### src/rtl/dst40_sweep_ctrl.sv
// Sweep controller for one array of NK DST40 hashing kernels.
//
// Issues one kernel key per run cycle to the whole array and tracks, in a second
// key register, which key's result is on cmp_i right now. The two registers are
// PIPE_LAT run cycles apart. The sweep ends on the first hit or after the last key's
// result has been checked.
//
// Ports:
//   clock_i      clock
//   reset_i      synchronous reset, active-high
//   start_i      start a sweep (honoured in IDLE or DONE)
//   abort_i      return to IDLE, keep found_o / found_key_o
//   pause_i      hold run_o low, freezing the kernel pipeline
//   key_start_i  first kernel key of the sweep
//   key_end_i    last kernel key of the sweep (inclusive, compared live)
//   cmp_i        comparator outputs, bit k from kernel k
//   run_o        run enable to all kernels
//   key_o        kernel key to all kernels
//   busy_o       high while sweeping or draining
//   done_o       high in DONE
//   found_o      a match was captured
//   found_key_o  {kernel index, kernel key} of the match
module dst40_sweep_ctrl #(
  parameter int unsigned NK       = 2,
  parameter int unsigned L2NK     = 1,
  parameter int unsigned PIPE_LAT = 64,
  localparam int unsigned KW      = 40 - L2NK
) (
  input  logic            clock_i,
  input  logic            reset_i,
  input  logic            start_i,
  input  logic            abort_i,
  input  logic            pause_i,
  input  logic [KW-1:0]   key_start_i,
  input  logic [KW-1:0]   key_end_i,
  input  logic [NK-1:0]   cmp_i,
  output logic            run_o,
  output logic [KW-1:0]   key_o,
  output logic            busy_o,
  output logic            done_o,
  output logic            found_o,
  output logic [39:0]     found_key_o
);

  localparam int unsigned FW = $clog2(PIPE_LAT + 1);
  localparam logic [FW-1:0] FillMax = FW'(PIPE_LAT);

  typedef enum logic [1:0] {StIdle, StSweep, StDrain, StDone} state_e;

  state_e          state_q, state_d;
  logic [KW-1:0]   key_q, key_d;
  logic [KW-1:0]   res_key_q, res_key_d;
  logic [FW-1:0]   fill_q, fill_d;
  logic            found_q, found_d;
  logic [39:0]     found_key_q, found_key_d;

  logic            run;
  logic [L2NK-1:0] hit_idx;

  // Lowest set bit of cmp_i wins: scan from the top so lower indices overwrite.
  always_comb begin
    hit_idx = '0;
    for (int k = NK - 1; k >= 0; k--) begin
      if (cmp_i[k]) hit_idx = L2NK'(k);
    end
  end

  assign run = ((state_q == StSweep) || (state_q == StDrain)) && !pause_i;

  always_comb begin
    state_d     = state_q;
    key_d       = key_q;
    res_key_d   = res_key_q;
    fill_d      = fill_q;
    found_d     = found_q;
    found_key_d = found_key_q;

    case (state_q)
      StIdle, StDone: begin
        if (start_i) begin
          state_d     = StSweep;
          key_d       = key_start_i;
          res_key_d   = key_start_i;
          fill_d      = '0;
          found_d     = 1'b0;
          found_key_d = '0;
        end
      end
      StSweep, StDrain: begin
        if (run) begin
          if (fill_q != FillMax) fill_d = fill_q + FW'(1);

          if (state_q == StSweep) begin
            if (key_q != key_end_i) key_d = key_q + KW'(1);
            else                    state_d = StDrain;
          end

          // Result check comes last so DONE overrides the SWEEP->DRAIN step.
          if (fill_q == FillMax) begin
            if (cmp_i != '0) begin
              found_key_d = {hit_idx, res_key_q};
              found_d     = 1'b1;
              state_d     = StDone;
            end else if (res_key_q == key_end_i) begin
              state_d = StDone;
            end else begin
              res_key_d = res_key_q + KW'(1);
            end
          end
        end
      end
      default: state_d = StIdle;
    endcase

    // Abort discards everything decided above, including a same-cycle hit or start.
    if (abort_i) begin
      state_d     = StIdle;
      key_d       = key_q;
      res_key_d   = res_key_q;
      fill_d      = fill_q;
      found_d     = found_q;
      found_key_d = found_key_q;
    end
  end

  always_ff @(posedge clock_i) begin
    if (reset_i) begin
      state_q     <= StIdle;
      key_q       <= '0;
      res_key_q   <= '0;
      fill_q      <= '0;
      found_q     <= 1'b0;
      found_key_q <= '0;
    end else begin
      state_q     <= state_d;
      key_q       <= key_d;
      res_key_q   <= res_key_d;
      fill_q      <= fill_d;
      found_q     <= found_d;
      found_key_q <= found_key_d;
    end
  end

  assign run_o       = run;
  assign key_o       = key_q;
  assign busy_o      = (state_q == StSweep) || (state_q == StDrain);
  assign done_o      = (state_q == StDone);
  assign found_o     = found_q;
  assign found_key_o = found_key_q;

endmodule

### config.mk
export PLATFORM = sky130hd
export DESIGN_NAME = dst40_sweep_ctrl
export DESIGN_NICKNAME = d
export VERILOG_FILES = /design/src/rtl/dst40_sweep_ctrl.sv
export SDC_FILE = /design/constraint.sdc
export NUM_CORES = 1
export LEC_CHECK = 0
export ABC_CLOCK_PERIOD_IN_PS = 4900
export BUFFER_PORTS_ARGS = -buffer_cell sky130_fd_sc_hd__buf_2
export CAP_MARGIN = 20
export CELL_PAD_IN_SITES_DETAIL_PLACEMENT = 1
export CELL_PAD_IN_SITES_GLOBAL_PLACEMENT = 2
export CORE_MARGIN = 5
export CORE_UTILIZATION = 34
export CTS_CLUSTER_SIZE = 40
export DETAILED_ROUTE_END_ITERATION = 10
export MAX_ROUTING_LAYER = met4
export PLACE_DENSITY_LB_ADDON = 0.12
export SLEW_MARGIN = 20
export SYNTH_ARGS = -nofsm -noshare
export SYNTH_HDL_FRONTEND = slang
export SYNTH_SLANG_ARGS = --single-unit
export TNS_END_PERCENT = 100
### constraint.sdc
create_clock -name clock_i -period 4.9 [get_ports clock_i]
set_input_delay 0.98 -clock clock_i [delete_from_list [all_inputs] [get_ports clock_i]]
set_output_delay 0.98 -clock clock_i [all_outputs]
set_load 0.02 [all_outputs]
### Word-level counts from Yosys, hierarchy flattened

Cells that the tools add are included.
W data, S select, Z words.

| cells by class | value |
|---|---|
| $add $sub $neg | 3 |
| eq/ne operators | 16 |
| muxes and demuxes | 34 |
| bitwise operators | 1 |
| reductions and logical operators | 13 |

Operators with widths:

| cell | count |
|---|---|
| $mux W39 | 8 |
| $mux W40 | 4 |
| $pmux W39 S2 | 2 |
| $pmux W40 S2 | 1 |
| $add A39 B1 Y39 const B | 2 |
| $eq A39 B39 Y1 | 1 |
| $ne A39 B39 Y1 | 1 |
| $mux W7 | 3 |
| $ne A2 B2 Y1 const B | 9 |
| $mux W2 | 7 |
| $pmux W7 S2 | 1 |
| $reduce_and A5 Y1 | 2 |
| $add A7 B1 Y7 const B | 1 |
| $eq A7 B7 Y1 const B | 1 |
| $ne A7 B7 Y1 const B | 1 |
| $mux W1 | 6 |
| $reduce_and A6 Y1 | 1 |
| $reduce_or A2 Y1 | 3 |
| $eq A2 B2 Y1 const B | 2 |
| $pmux W2 S2 | 1 |
| $reduce_and A4 Y1 | 1 |
| $eq A2 B1 Y1 const B | 1 |
| $logic_not A2 Y1 | 1 |
| $pmux W1 S2 | 1 |
| 6 further kinds | 6 |

| word-level totals | value |
|---|---|
| flip-flop bits (word level) | 128 |
| input bits | 85 |
| output and inout port bits | 83 |
| word-level logic and storage cells | 73 |

### Longest topological paths before layout

| logic depth | value |
|---|---|
| word-level depth | 8 |
| depth in mapped cells | 11 |
| mapped depth without buffers | 9 |

### Least setup slack after synthesis

No wires, ideal clock.

| path | value |
|---|---|
| path type | input to register |
| start point | input port pause_i |
| end point | register res_key_q[34] |
| library setup time | 81 ps |
| arrival | 2559 ps |
| required time | 4819 ps |
| path slack | 2259 ps |
| cell stages on the path | 9 |
| path buffers | 2 |
| cells stage by stage | nor2_1 nor2_1 nor2_1 nand3_2 o21ai_2 buf_6 buf_8 a21oi_2 a211oi_2 |

| between the ends | value |
|---|---|
| cells in the longest elaborated chain, start to end | 4 |

Ends and longest elaborated chain:

| what | RTL line | text |
|---|---|---|
| start: declaration | 33 | `input logic pause_i,` |
| $logic_not A1 Y1 | 68 | `assign run = ((state_q == StSweep) \|\| (state_q == StDrain)) && !pause_i;` |
| $logic_and A1 B1 Y1 | 68 |  |
| $ne A2 B2 Y1 (no line) | - |  |
| $reduce_and A6 Y1 (no line) | - |  |
| end signal: assignment | 137 | `res_key_q <= res_key_d;` |
| end: declaration | 52 | `logic [KW-1:0] res_key_q, res_key_d;` |

Every way passes these cells.
A chain may end at the register's enable or synchronous reset.

### Worst setup path after layout

| path | value |
|---|---|
| start point | register state_q[0] |
| end point | output port busy_o |

| between the ends | value |
|---|---|
| cells in the longest elaborated chain, start to end | 2 |
| elaborated cells between the ends (all ways) | 3 |
| classes of those cells | 2 x eq/ne; 1 x reduce/logical |

Ends and longest elaborated chain:

| what | RTL line | text |
|---|---|---|
| start: declaration | 50 | `state_e state_q, state_d;` |
| start signal: assignment | 128 | `state_q <= StIdle;` |
| start signal: assignment | 135 | `state_q <= state_d;` |
| $eq A2 B1 Y1 / $eq A2 B2 Y1 (equally long branches) | 146 | `assign busy_o = (state_q == StSweep) \|\| (state_q == StDrain);` |
| $logic_or A1 B1 Y1 * | 146 |  |
| end: declaration | 39 | `output logic busy_o,` |

Every way passes the cells marked *; elsewhere a longest branch is shown, timed or not.

==> impl_metrics.tcl <==
set metrics [dict create \
    cts_tree "yes" \
    ys_warn_count 0 \
    reg2reg_from "state_q[0]" \
    synth_edf_count 0 \
    drv_cap 0 \
    clock-sinks 128 \
    num_vias 8621 \
    finalCritPeriodShare_pct 71.8 \
    layout_commonest_cell "buf_2" \
    yosys.cell_types.count 66 \
    critPathKind "reg -> out" \
    reg2reg_slack_ns 1.68 \
    fmax_ghz 0.284 \
    core_um2 23400 \
    worstReg2RegEnd "res_key_q[38]" \
    cp_slowest_cell "buf_4" \
    dieArea_um2 26900 \
    grt_pass1_vias 8584 \
    port_buffers 167 \
    grt_pass1_wl_um 51500 \
    total_power_mw 3.10 \
    cp-end-kind "output port" \
    startpoint "state_q[0]" \
    p_leak_nw 3.76 \
    slew_headroom_pct 35.1 \
    pwr-share-seq_pct 38.4 \
    synth_top_flop_cell "dfxtp_1" \
    placed_cell_area_um2 9050 \
    comb_power_share_pct 16.5 \
    initial_core_util_pct 34.4 \
    post_cts_buffers 0 \
    cp.required_ns 3.92 \
    post_cts_resized 0 \
    place_congestion 0.897 \
    status "finished, final reports clean" \
    initialDrtViolationCount 596 \
    rsz0062_at_grt "false" \
    ir_drop_v 0.000203 \
    fin_area_um2 9710 \
    async_flop_share_pct 0 \
    rows 56 \
    hold_path_depth 2 \
    clkLatencyLatePin_ns 0.44 \
    start_kind "flop" \
    hold_buffers 0 \
    die_w_um 164 \
    cp.arrival_ns 2.54 \
    numCtsBuffers 17 \
    fin_crit_ns 3.52 \
    dr_wl_met2_um 16500 \
    drv_slew 0 \
    dr_wl_met3_um 1960 \
    synth-adder-area-share_pct 1.09 \
    routed_wl_um 34100 \
    crit_path_max_fanout 56 \
    drive_above_1_share_pct 23.0 \
    cts.path.max_buffers 2 \
    htreeDepth 4 \
    grt_usage_pct 25.9 \
    io-pin-count 168 \
    drt-wirelength-per-cell_um 22.7 \
    dr.pass1.iters 5 \
    diodes 0 \
    synth.avg_cell_area_um2 7.67 \
    dp_hpwl_um 25500 \
    power_density_nw_per_um2 319 \
    synth_nets 1142 \
    muxShareOfSynthArea_pct 0.746 \
    cp_cell_sequence "inv_1 > ha_4 > inv_2 > buf_4 > buf_2" \
    finish.utilization_pct 41.5 \
    viasPerCell 5.76 \
    clkTransAtPathRegs_ns 0.07 \
    final-hold-violation-count 0 \
    cts_root_buf "clkbuf_16" \
    synthSimpleGateAreaFrac_pct 25.5 \
    wl_met1_um 14900 \
    crit_path_end "busy_o" \
    setup_viol 0 \
    synth_top_family_by_area "compound AO/OA/AOI/OAI gates" \
    synth-seq-area-share_pct 31.8 \
    n_fill_cell 2967 \
    antenna_found_initial 0 \
    holdWs_ns 0.451 \
    top_layer "met4" \
    ys_seq_elements 128 \
    synth_compound_area_share_pct 26.0 \
    max_stage_delay_ns 0.59 \
    dieHeight_um 164 \
    p_int_mw 2.09 \
    nNetsFinal 1258 \
    worstMarginPinSlew_ns 0.971 \
    p_switching_mw 1.00 \
    r2r_cells 12 \
    p_sw_share_pct 32.4 \
    ant_nets 0 \
    drcViolationCount 0 \
    clock_skew_ns 0.0144 \
    syn_to_final_growth_pct 20.6 \
    synth_xor_xnor_area_share_pct 9.03 \
    synthCells 1050 \
    final_cell_mix "166 x buf_2, 143 x nand2_1, 128 x dfxtp_1" \
    pwr-share-clk_pct 45.0 \
    grt_max_degree 78 \
    fin_tns_setup_ns 0 \
    syn_area_um2 8050 \
    grt_overflow_total 0 \
    hold_class "reg -> reg" \
]
## per-layer routing
| layer | global-route usage, % | vias up |
|---|---|---|
| met2 | 42.5 | 256 |
| met4 | 6.79 | 0 |
| met1 | 33.3 | 4274 |
| li1 | - | 4052 |
| met3 | 4.14 | 39 |
| met5 | - | - |
## per-stage QoR
step | setup slack [ns] | std cells
3_3_place_gp | 1.25 | 1465
2_1_floorplan | 2.26 | 1050
5_1_grt | 1.24 | 1498
6_report | 1.38 | 1498
4_1_cts | 1.41 | 1497
3_5_place_dp | 1.16 | 1465
## flip-flops by register name, summed over array words and instances, names as in the netlist
signal,flops
found_key_o,40
key_o,39
res_key_q,39
fill_q,7
state_q,2
found_o,1
## final cells by class
| type | count | area, um2 | area share (%) |
|---|---|---|---|
| clock buffers | 18 | 429 | 4.42 |
| clock inverters | 14 | 194 | 2.00 |
| inverters | 14 | 52.6 | 0.541 |
| multi-input cells | 817 | 5050 | 52.1 |
| flip-flops and latches | 128 | 2560 | 26.4 |
| well taps | 319 | 399 | 4.11 |
| repair buffers | 188 | 1020 | 10.5 |
## power by group through the flow
stage / Sequential (mW) / Clock [mW] / Combinational, mW
3_3_place_gp: 1.21 / 0 / 0.499
6_report: 1.19 / 1.39 / 0.512
4_1_cts: 1.19 / 1.41 / 0.505
2_1_floorplan: 1.19 / 0 / 0.312
3_5_place_dp: 1.21 / 0 / 0.502
5_1_grt: 1.20 / 1.46 / 0.553
## worst max-delay path, delay by kind of cell (launching register included)
kind       cells  cell delay (ns)
fa+ha+maj      1             0.26
buf+inv        4             1.41
flops          1             0.36
## cell families after synthesis
kind of cell             Yosys count
AND/OR/NAND/NOR                  401
AO/OA/AOI/OAI                    320
flip-flops                       128
buffers and inverters            105
XOR/XNOR                          83
adder cells (fa/ha/maj)            7
multiplexers                       6
## synthesized netlist by cell type (5+ instances only)
cell type  number  area (um2)
o21ai_0        67         335
mux2i_1         6        60.1
nand2_1       143         537
nand4_1        19         119
a21oi_2        10        87.6
o21a_1          5        37.5
and3_1         18         113
ha_1            7        87.6
a211oi_1       27         203
and4_1          7        61.3
a31oi_1        12        75.1
o31ai_1        26         195
nand2b_1       15        93.8
nor4_1         16         100
inv_1          14        52.6
xnor2_1        33         289
a32o_1          7        70.1
buf_2          20         100
a31o_2          5        43.8
clkbuf_1       57         214
a21oi_1       108         541
o41ai_1         7        61.3
buf_1           6        22.5
nor3_1         14        70.1
xor2_1         50         438
nand3_1        84         420
a211oi_2       13         163
dfxtp_1       128        2560
nor2_1         51         191
## worst min-delay path by stage
stage / startpoint / endpoint / slack [ns]
2_1_floorplan: fill_q[6] / fill_q[6] / 0.48
3_3_place_gp: found_key_o[22] / found_key_o[22] / 0.44
3_5_place_dp: found_key_o[34] / found_key_o[34] / 0.44
4_1_cts: found_key_o[22] / found_key_o[22] / 0.45
5_1_grt: found_key_o[23] / found_key_o[23] / 0.47
6_report: found_key_o[22] / found_key_o[22] / 0.45
Power figures use the tool's default switching activity.
